File: src/rtl/wddl_mod_reduce_stage.sv
// Conditional subtract-Q stage for the WDDL dual-rail adder sum, sequenced as precharge, capture, reduce, present.
// The result appears PRECHARGE_CYCLES+3 cycles after in_valid is seen in IDLE, and it is held in OUT until out_ready.
module wddl_mod_reduce_stage #(
  parameter int WIDTH            = 13,
  parameter int Q                = 3329,
  parameter int PRECHARGE_CYCLES = 1
) (
  input  logic             clk,
  input  logic             rst_b,
  input  logic             in_valid,
  output logic             in_ready,
  input  logic [WIDTH:0]   sum,
  input  logic [WIDTH:0]   sum_n,
  output logic             out_valid,
  input  logic             out_ready,
  output logic [WIDTH-1:0] res,
  output logic [WIDTH-1:0] res_n,
  output logic             err_rail,
  output logic             err_range,
  output logic             busy
);
  localparam int               CW       = (PRECHARGE_CYCLES > 1) ? $clog2(PRECHARGE_CYCLES) : 1;
  localparam logic [CW-1:0]    CNT_LOAD = CW'(PRECHARGE_CYCLES - 1);
  localparam logic [WIDTH:0]   Q_EXT    = (WIDTH+1)'(Q);
  localparam logic [WIDTH+1:0] TWO_Q    = (WIDTH+2)'(2 * Q);
  localparam logic [WIDTH-1:0] Q_LOW    = WIDTH'(Q);

  typedef enum logic [2:0] {S_IDLE, S_PRE, S_EVAL, S_RED, S_OUT} state_e;

  state_e           state_q, state_d;
  logic [CW-1:0]    cnt_q, cnt_d;
  logic [WIDTH:0]   cap_q, cap_d, cap_n_q, cap_n_d;
  logic [WIDTH-1:0] res_q, res_d, res_n_q, res_n_d;
  logic             err_rail_q, err_rail_d, err_range_q, err_range_d;
  logic [WIDTH-1:0] red_r;

  // Low WIDTH bits of the signed difference cap-Q; a negative difference keeps cap unchanged.
  always_comb begin
    red_r = (cap_q < Q_EXT) ? cap_q[WIDTH-1:0] : cap_q[WIDTH-1:0] - Q_LOW;
  end

  always_comb begin
    state_d     = state_q;
    cnt_d       = cnt_q;
    cap_d       = cap_q;
    cap_n_d     = cap_n_q;
    res_d       = res_q;
    res_n_d     = res_n_q;
    err_rail_d  = err_rail_q;
    err_range_d = err_range_q;
    case (state_q)
      S_IDLE: begin
        if (in_valid) begin
          state_d = S_PRE;
          cnt_d   = CNT_LOAD;
        end
      end
      S_PRE: begin
        cap_d       = '0;
        cap_n_d     = '0;
        res_d       = '0;
        res_n_d     = '0;
        err_rail_d  = 1'b0;
        err_range_d = 1'b0;
        if (!in_valid) begin
          state_d = S_IDLE;
        end else if (cnt_q == '0) begin
          state_d = S_EVAL;
        end else begin
          cnt_d = cnt_q - CW'(1);
        end
      end
      S_EVAL: begin
        cap_d   = sum;
        cap_n_d = sum_n;
        state_d = S_RED;
      end
      S_RED: begin
        // Rail check uses the captured pair, so it reflects exactly what was sampled.
        res_d       = red_r;
        res_n_d     = ~red_r;
        err_rail_d  = |(~(cap_q ^ cap_n_q));
        err_range_d = ({1'b0, cap_q} >= TWO_Q);
        state_d     = S_OUT;
      end
      S_OUT: begin
        if (out_ready) begin
          res_d       = '0;
          res_n_d     = '0;
          err_rail_d  = 1'b0;
          err_range_d = 1'b0;
          state_d     = S_IDLE;
        end
      end
      default: state_d = S_IDLE;
    endcase
  end

  always_ff @(posedge clk or negedge rst_b) begin
    if (!rst_b) begin
      state_q     <= S_IDLE;
      cnt_q       <= '0;
      cap_q       <= '0;
      cap_n_q     <= '0;
      res_q       <= '0;
      res_n_q     <= '0;
      err_rail_q  <= 1'b0;
      err_range_q <= 1'b0;
    end else begin
      state_q     <= state_d;
      cnt_q       <= cnt_d;
      cap_q       <= cap_d;
      cap_n_q     <= cap_n_d;
      res_q       <= res_d;
      res_n_q     <= res_n_d;
      err_rail_q  <= err_rail_d;
      err_range_q <= err_range_d;
    end
  end

  assign in_ready  = (state_q == S_EVAL);
  assign out_valid = (state_q == S_OUT);
  assign busy      = (state_q != S_IDLE);
  assign res       = res_q;
  assign res_n     = res_n_q;
  assign err_rail  = err_rail_q;
  assign err_range = err_range_q;
endmodule

File: config.mk
export PLATFORM = sky130hd
export DESIGN_NAME = wddl_mod_reduce_stage
export DESIGN_NICKNAME = d
export VERILOG_FILES = /design/src/rtl/wddl_mod_reduce_stage.sv
export SDC_FILE = /design/constraint.sdc
export NUM_CORES = 1
export LEC_CHECK = 0
export CAP_MARGIN = 25
export CORE_ASPECT_RATIO = 1.4
export CORE_UTILIZATION = 45
export DETAILED_ROUTE_END_ITERATION = 12
export GPL_ROUTABILITY_DRIVEN = 0
export PLACE_DENSITY_LB_ADDON = 0.2
export RECOVER_POWER = 100
export SLEW_MARGIN = 20
export SYNTH_ARGS = -nofsm -noshare
export SYNTH_HDL_FRONTEND = slang
export SYNTH_SLANG_ARGS = --single-unit
File: constraint.sdc
create_clock -name clk -period 3.41 [get_ports clk]
set_input_delay 0.341 -clock clk [delete_from_list [all_inputs] [get_ports clk]]
set_output_delay 0.341 -clock clk [all_outputs]
set_load 0.02 [all_outputs]
==> results of run 1 <==
==> through the flow <==
step / utilization (%) / cells / total power, mW / hold slack, ns / setup WS [ns]
after floorplan: - / 244 / 2.68 / 0.0454 / 1.28
after global placement: 58.0 / 360 / 3.25 / 0.381 / 1.13
after detailed placement: 58.0 / 360 / 3.30 / 0.385 / 1.08
after CTS: 60.6 / 373 / 3.80 / 0.0288 / 1.02
after global routing: 60.2 / 373 / 3.96 / 0.492 / 0.535
final: 60.2 / 373 / 3.67 / 0.339 / 0.643
==> worst max path at each step <==
stage / start / endpoint / slack, ns
CTS: state_q[2] / in_ready / 1.02
finish: cap_q[4] / res_n[1] / 0.64
global route: cap_q[4] / res_n[3] / 0.53
detailed placement: cap_q[4] / res_n[1] / 1.08
floorplan: cap_q[4] / res_n[1] / 1.28
global placement: cap_q[4] / res_n[1] / 1.13
==> final cells by class <==
cell class              instances  share of cell area [%]
multi-input cells             160                    32.8
repair buffers                 66                    18.2
inverters                       5                   0.532
well taps                      70                    2.48
flip-flops and latches         59                    41.8
clock buffers                  13                    4.22
==> registers in the layout, indices dropped and copies added (netlist names) <==
signal and flops:
state_q 3, err_rail 1, cap_q 14, cap_n_q 14, res 13, err_range 1
res_n 13
==> kinds of logic (layout without fill, tap and decap cells) <==
logic type	count (synthesis)	after routing
DFF	59	59
AOI/OAI and AO/OA	80	80
xor gates and xnor gates	23	23
adders and majority gates	2	2
buffers and inverters	25	84
and+or+nand+nor	52	52
muxes	3	3
==> cells in the final DEF, fill, tap and decap left out, types with 3 or more instances in the layout <==
cell,count
nor2_1,7
o21ai_0,17
clkdlybuf4s50_1,31
xor2_1,10
inv_1,5
buf_4,3
nand2_1,19
or3_1,3
a2111oi_0,4
clkbuf_8,10
a21oi_1,4
nand2b_1,4
dfrtp_1,59
clkbuf_1,4
xnor2_1,13
a22o_1,40
nor3_1,5
dlygate4sd3_1,30
==> layer usage <==
| layer | vias up | part of all wire, % |
|---|---|---|
| li1 | 1009 | - |
| met1 | 1010 | 44 |
| met2 | 68 | 50 |
| met3 | 10 | 4.2 |
| met4 | 0 | 1.8 |
| met5 | - | 0 |
==> worst reg2reg max path, cell delays in order (launching register included) <==
cell and delay [ns]:
dfrtp_1 0.43, or4_1 0.72, o31ai_1 0.79, a21oi_2 0.16
mux2_1 0.36, a22o_1 0.20
==> power by group <==
| group | internal (mW) | total, mW | switching, mW |
|---|---|---|---|
| Clock | 0.272 | 0.505 | 0.234 |
| Sequential | 1.02 | 1.37 | 0.351 |
| Combinational | 0.837 | 1.80 | 0.959 |
==> results.sh, run 1 <==
export IMPL_clock_sinks=59
export IMPL_synthAdderAreaFrac_pct=0.912
export IMPL_core_um2=5860
export IMPL_crit_chain="or4_1 -> o31ai_1 -> a21oi_2 -> mux2_1 -> a22o_1"
export IMPL_port_buffers=62
export IMPL_critPathArrivalTime_ns=2.98
export IMPL_timing_rr_start="cap_q[4]"
export IMPL_synthTopCellsByArea="dfrtp_1 54%, a22o_1 13%, xnor2_1 4.1%"
export IMPL_fill_cells=503
export IMPL_synthTopCellsByCount="59 x dfrtp_1, 40 x a22o_1, 19 x nand2_1"
export IMPL_syn_area_um2=2750
export IMPL_synth_edff_count=0
export IMPL_crit_fanout=10
export IMPL_final_cell_area_um2=3530
export IMPL_fin_crit_sh_pct=81.1
export IMPL_grt_pass1_wl_um=9520
export IMPL_relSlewSlack_pct=3.80
export IMPL_synth_distinct_cells=43
export IMPL_peakVddDrop_mv=0.521
export IMPL_multi_input_area_um2=1160
export IMPL_firstDrtPassIters=4
export IMPL_outcome="completed"
export IMPL_critPathLaunchType="flop"
export IMPL_regToRegEndpoint="res_n[1]"
export IMPL_fmax_mhz=361
export IMPL_rr_worst_depth=5
export IMPL_layout_drive_gt1_share_pct=7.92
export IMPL_top_usage_layer="met2"
export IMPL_synth_simple_area_share_pct=9.48
export IMPL_syn_avg_cell_area_um2=11.3
export IMPL_yosys_mux_area_fraction_pct=1.28
export IMPL_synth_cells=244
export IMPL_synth_most_common_cell="dfrtp_1"
export IMPL_cts_root_buf="clkbuf_8"
export IMPL_finalSetupTns_ns=0
export IMPL_holdBufCountCts=0
export IMPL_antenna_cells=0
export IMPL_grt_usage_pct=20.2
export IMPL_die_area_um2=6420
export IMPL_cts_setup_buffers=0
export IMPL_start_util_pct=46.8
export IMPL_netlist_area_leader_share_pct=53.8
export IMPL_crit_cells=5
export IMPL_htree_levels=3
export IMPL_cp_required_ns=3.62
export IMPL_via_per_inst=5.62
export IMPL_drtIter0Drc=142
export IMPL_numCtsBuffers=9
export IMPL_tritoncts="done"
export IMPL_place_hpwl_um=4150
export IMPL_worst_slew_pin_slew_ns=1.44
export IMPL_layout_nets=335
export IMPL_synth_seq_cells=59
export IMPL_synth_warnings=0
export IMPL_async_flop_share_pct=100
export IMPL_num_vias=2097
export IMPL_postSynth_topFlopCell="dfrtp_1"
export IMPL_slowest_delay_ns=0.79
export IMPL_hp_class="input port to async pin"
export IMPL_pin_count=63
export IMPL_hold_violations=0
export IMPL_routed_wl_um=5680
export IMPL_syn_to_final_growth_pct=28.6
export IMPL_max_cap_viol_count=0
export IMPL_fin_skew_ns=0.00584
export IMPL_synth_net_count=278
export IMPL_synth_area_leader_cell="dfrtp_1"
export IMPL_grt_pass1_vias=2035
export IMPL_leakagePower_nw=1.62
export IMPL_grt_ovfl_total=0
export IMPL_cts_repair_resized=0
export IMPL_fp_dieH_um=94.4
export IMPL_ant_nets=0
export IMPL_crit_slowest_cell="o31ai_1"
export IMPL_grt_max_degree=33
export IMPL_use_met2_pct=31.2
export IMPL_drc=0
export IMPL_antenna_found_initial=0
export IMPL_cts_path_max_buffers=2
export IMPL_crit_buf_inv=0
export IMPL_clkTransAtPathRegs_ns=0.06
export IMPL_postPlaceCellArea_um2=3400
export IMPL_synth_top_family_by_area="compound AO/OA/AOI/OAI gates"
export IMPL_chipWidth_um=68.0
export IMPL_path_class="flop to flop"
export IMPL_rows=33
export IMPL_grtUsageMet1_pct=26.4
export IMPL_critPathCaptureType="flop"
export IMPL_final_setup_viol_count=0
export IMPL_seqCellArea_um2=1480
export IMPL_use_met3_pct=4.47
export IMPL_slew_viol_final=0
export IMPL_ff2ff_setup_slack_ns=0.64
export IMPL_detail_route_wl_per_cell_um=15.2
export IMPL_clock_latency_ns=0.33
export IMPL_min_period_ns=2.77
export IMPL_cellPowerDensity_nw_per_um2=1040
export IMPL_yosysSeqAreaShare_pct=53.8
export IMPL_synth_compound_area_share_pct=23.3
export IMPL_yosys_area_share_xor_xnor_pct=7.34
export IMPL_cp_top_family="compound AO/OA/AOI/OAI gates"
export IMPL_grt_setup_unrepaired="false"
(Power assumes the default switching activity.)
==> run 2, diff against run 1 <==
Clock period 3.41 ns to 2.4 ns, I/O delays scaled along.
==> run 2 against run 1 <==
Via count is 0.67% higher; clock skew up 0.00085 ns; critical path depth unchanged; sequential power up 37%; critical endpoint unchanged; largest power group unchanged; highest routed layer unchanged.
==> results.sh, run 2 (synthesized netlist as in run 1, its figures left out) <==
export IMPL_relSlewSlack_pct=7.70
export IMPL_power_internal_mw=3.12
export IMPL_pin_count=63
export IMPL_p_sw_share_pct=42.0
export IMPL_critPathArrivalTime_ns=2.47
export IMPL_critPathCaptureType="flop"
export IMPL_fp_dieH_um=94.4
export IMPL_place_hpwl_um=4210
export IMPL_layout_nets=344
export IMPL_core_um2=5860
export IMPL_biggestRegsByFlops="cap_n_q: 14 flops, cap_q: 14 flops"
export IMPL_final_setup_viol_count=0
export IMPL_clockPowerShare_pct=13.7
export IMPL_p_comb_share_pct=51.2
export IMPL_peakVddDrop_mv=0.723
export IMPL_outcome="completed"
export IMPL_antenna_cells=0
export IMPL_chipWidth_um=68.0
export IMPL_ant_nets=0
export IMPL_clock_latency_ns=0.33
export IMPL_start_util_pct=46.8
export IMPL_cp_required_ns=2.62
export IMPL_fin_crit_sh_pct=93.6
export IMPL_pwr_share_seq_pct=35.0
export IMPL_numCtsBuffers=9
export IMPL_m1WireLength_um=2490
export IMPL_fmax_mhz=445
export IMPL_cts_path_max_buffers=2
export IMPL_grt_max_degree=60
export IMPL_postPlaceCellArea_um2=3470
export IMPL_hp_class="input port to async pin"
export IMPL_wl_met3_um=227
export IMPL_clkTransAtPathRegs_ns=0.06
export IMPL_num_vias=2111
export IMPL_cts_setup_buffers=0
export IMPL_port_buffers=62
export IMPL_grt_setup_unrepaired="false"
export IMPL_grt_ovfl_total=0
export IMPL_min_period_ns=2.25
export IMPL_max_cap_viol_count=0
export IMPL_syn_to_final_growth_pct=31.6
export IMPL_tritoncts="done"
export IMPL_drc=0
export IMPL_htree_levels=3
export IMPL_antenna_found_initial=0
export IMPL_final_cells=384
export IMPL_fin_skew_ns=0.00668
export IMPL_grt_pass1_vias=2031
export IMPL_switchingPower_mw=2.26
export IMPL_detail_route_wl_per_cell_um=15.0
export IMPL_layout_common_cells="59 x dfrtp_1, 40 x a22o_1, 31 x dlygate4sd3_1"
export IMPL_slew_viol_final=0
export IMPL_grt_usage_pct=20.7
export IMPL_holdBufCountCts=0
export IMPL_via_per_inst=5.50
export IMPL_top_layer_used="met4"
export IMPL_cts_root_buf="clkbuf_8"
export IMPL_cts_repair_resized=0
export IMPL_layout_drive_gt1_share_pct=11.5
export IMPL_crit_fanout=10
export IMPL_critPathLaunchType="flop"
export IMPL_path_class="flop to flop"
export IMPL_leakagePower_nw=1.68
export IMPL_grt_pass1_wl_um=9690
export IMPL_hold_violations=0
export IMPL_clock_sinks=59
export IMPL_final_cell_area_um2=3610
export IMPL_rows=33
export IMPL_routed_wl_um=5760
export IMPL_finalSetupTns_ns=0
export IMPL_dp_cells=369
export IMPL_die_area_um2=6420
export IMPL_layout_commonest_cell="dfrtp_1"
export IMPL_firstDrtPassIters=4
export IMPL_worst_slew_pin_slew_ns=1.38
export IMPL_wl_met2_um=2940
export IMPL_fill_cells=503
export IMPL_drtIter0Drc=93
export IMPL_cellPowerDensity_nw_per_um2=1490
-- run 2: cell count changes in the layout (fill, tap and decap cells not counted) --
cell | before | now
dlygate4sd3_1 | 30 | 31
clkbuf_1 | 4 | 3
buf_2 | 0 | 1
buf_4 | 3 | 10
a211oi_2 | 1 | 0
clkbuf_2 | 1 | 2
o31ai_1 | 2 | 1
clkdlybuf4s50_1 | 31 | 30
a211oi_1 | 2 | 3
o31ai_4 | 0 | 1
clkinv_2 | 0 | 3
-- run 2: metal layers --
layer | global-route usage, % | up-vias
met3 | 5.31 | 10
li1 | - | 1024
met1 | 25.9 | 1020
met4 | 8.51 | 0
met2 | 33.3 | 57
met5 | 0 | -
-- run 2: worst paths after layout --
| check | from | end | slack (ns) | depth (start not counted) |
|---|---|---|---|---|
| worst max-delay path | cap_q[4] | res_n[1] | 0.15 | 5 |
| worst min-delay path | rst_b | state_q[0] | 0.31 | 2 |
| worst max register to register | cap_q[4] | res_n[1] | 0.15 | 5 |
| worst min register to register | res[3] | res[3] | 0.47 | 2 |
| max in group asynchronous | rst_b | cap_n_q[0] | 1.27 | 2 |
| min in group clk | res[3] | res[3] | 0.47 | 2 |
-- run 2: power by group through the flow --
stage	logic (mW)	clock network [mW]	registers, mW
after floorplan	1.81	0	2.00
after global placement	2.84	0	1.90
after detailed placement	2.89	0	1.91
after CTS	2.91	0.754	1.90
after global routing	3.04	0.809	1.96
final	2.75	0.738	1.88
-- run 2: per-stage QoR --
step	hold WS [ns]	worst slack [ns]	util, %	power (mW)
2_1_floorplan	-0.0556	0.271	-	3.80
3_3_place_gp	0.421	0.200	59.2	4.74
3_5_place_dp	0.425	0.161	59.2	4.81
4_1_cts	0.0698	0.160	61.9	5.56
5_1_grt	0.451	0.0423	61.6	5.81
6_report	0.310	0.154	61.6	5.38
-- run 2: cell type report --
type	instances	area (um^2)	area share, %
Sequential cell	59	1480	40.9
Multi-Input combinational cell	160	1160	32.2
Timing Repair Buffer	75	704	19.5
Clock buffer	12	145	4.02
Tap cell	70	87.6	2.42
Inverter	5	18.8	0.520
Clock inverter	3	15.0	0.416
-- run 2: critical path, cell delays in order (launching register included) --
cell and delay [ns]:
dfrtp_1 0.37, or4_1 0.71, o31ai_4 0.40, a21oi_2 0.12, mux2_1 0.33, a22o_1 0.20
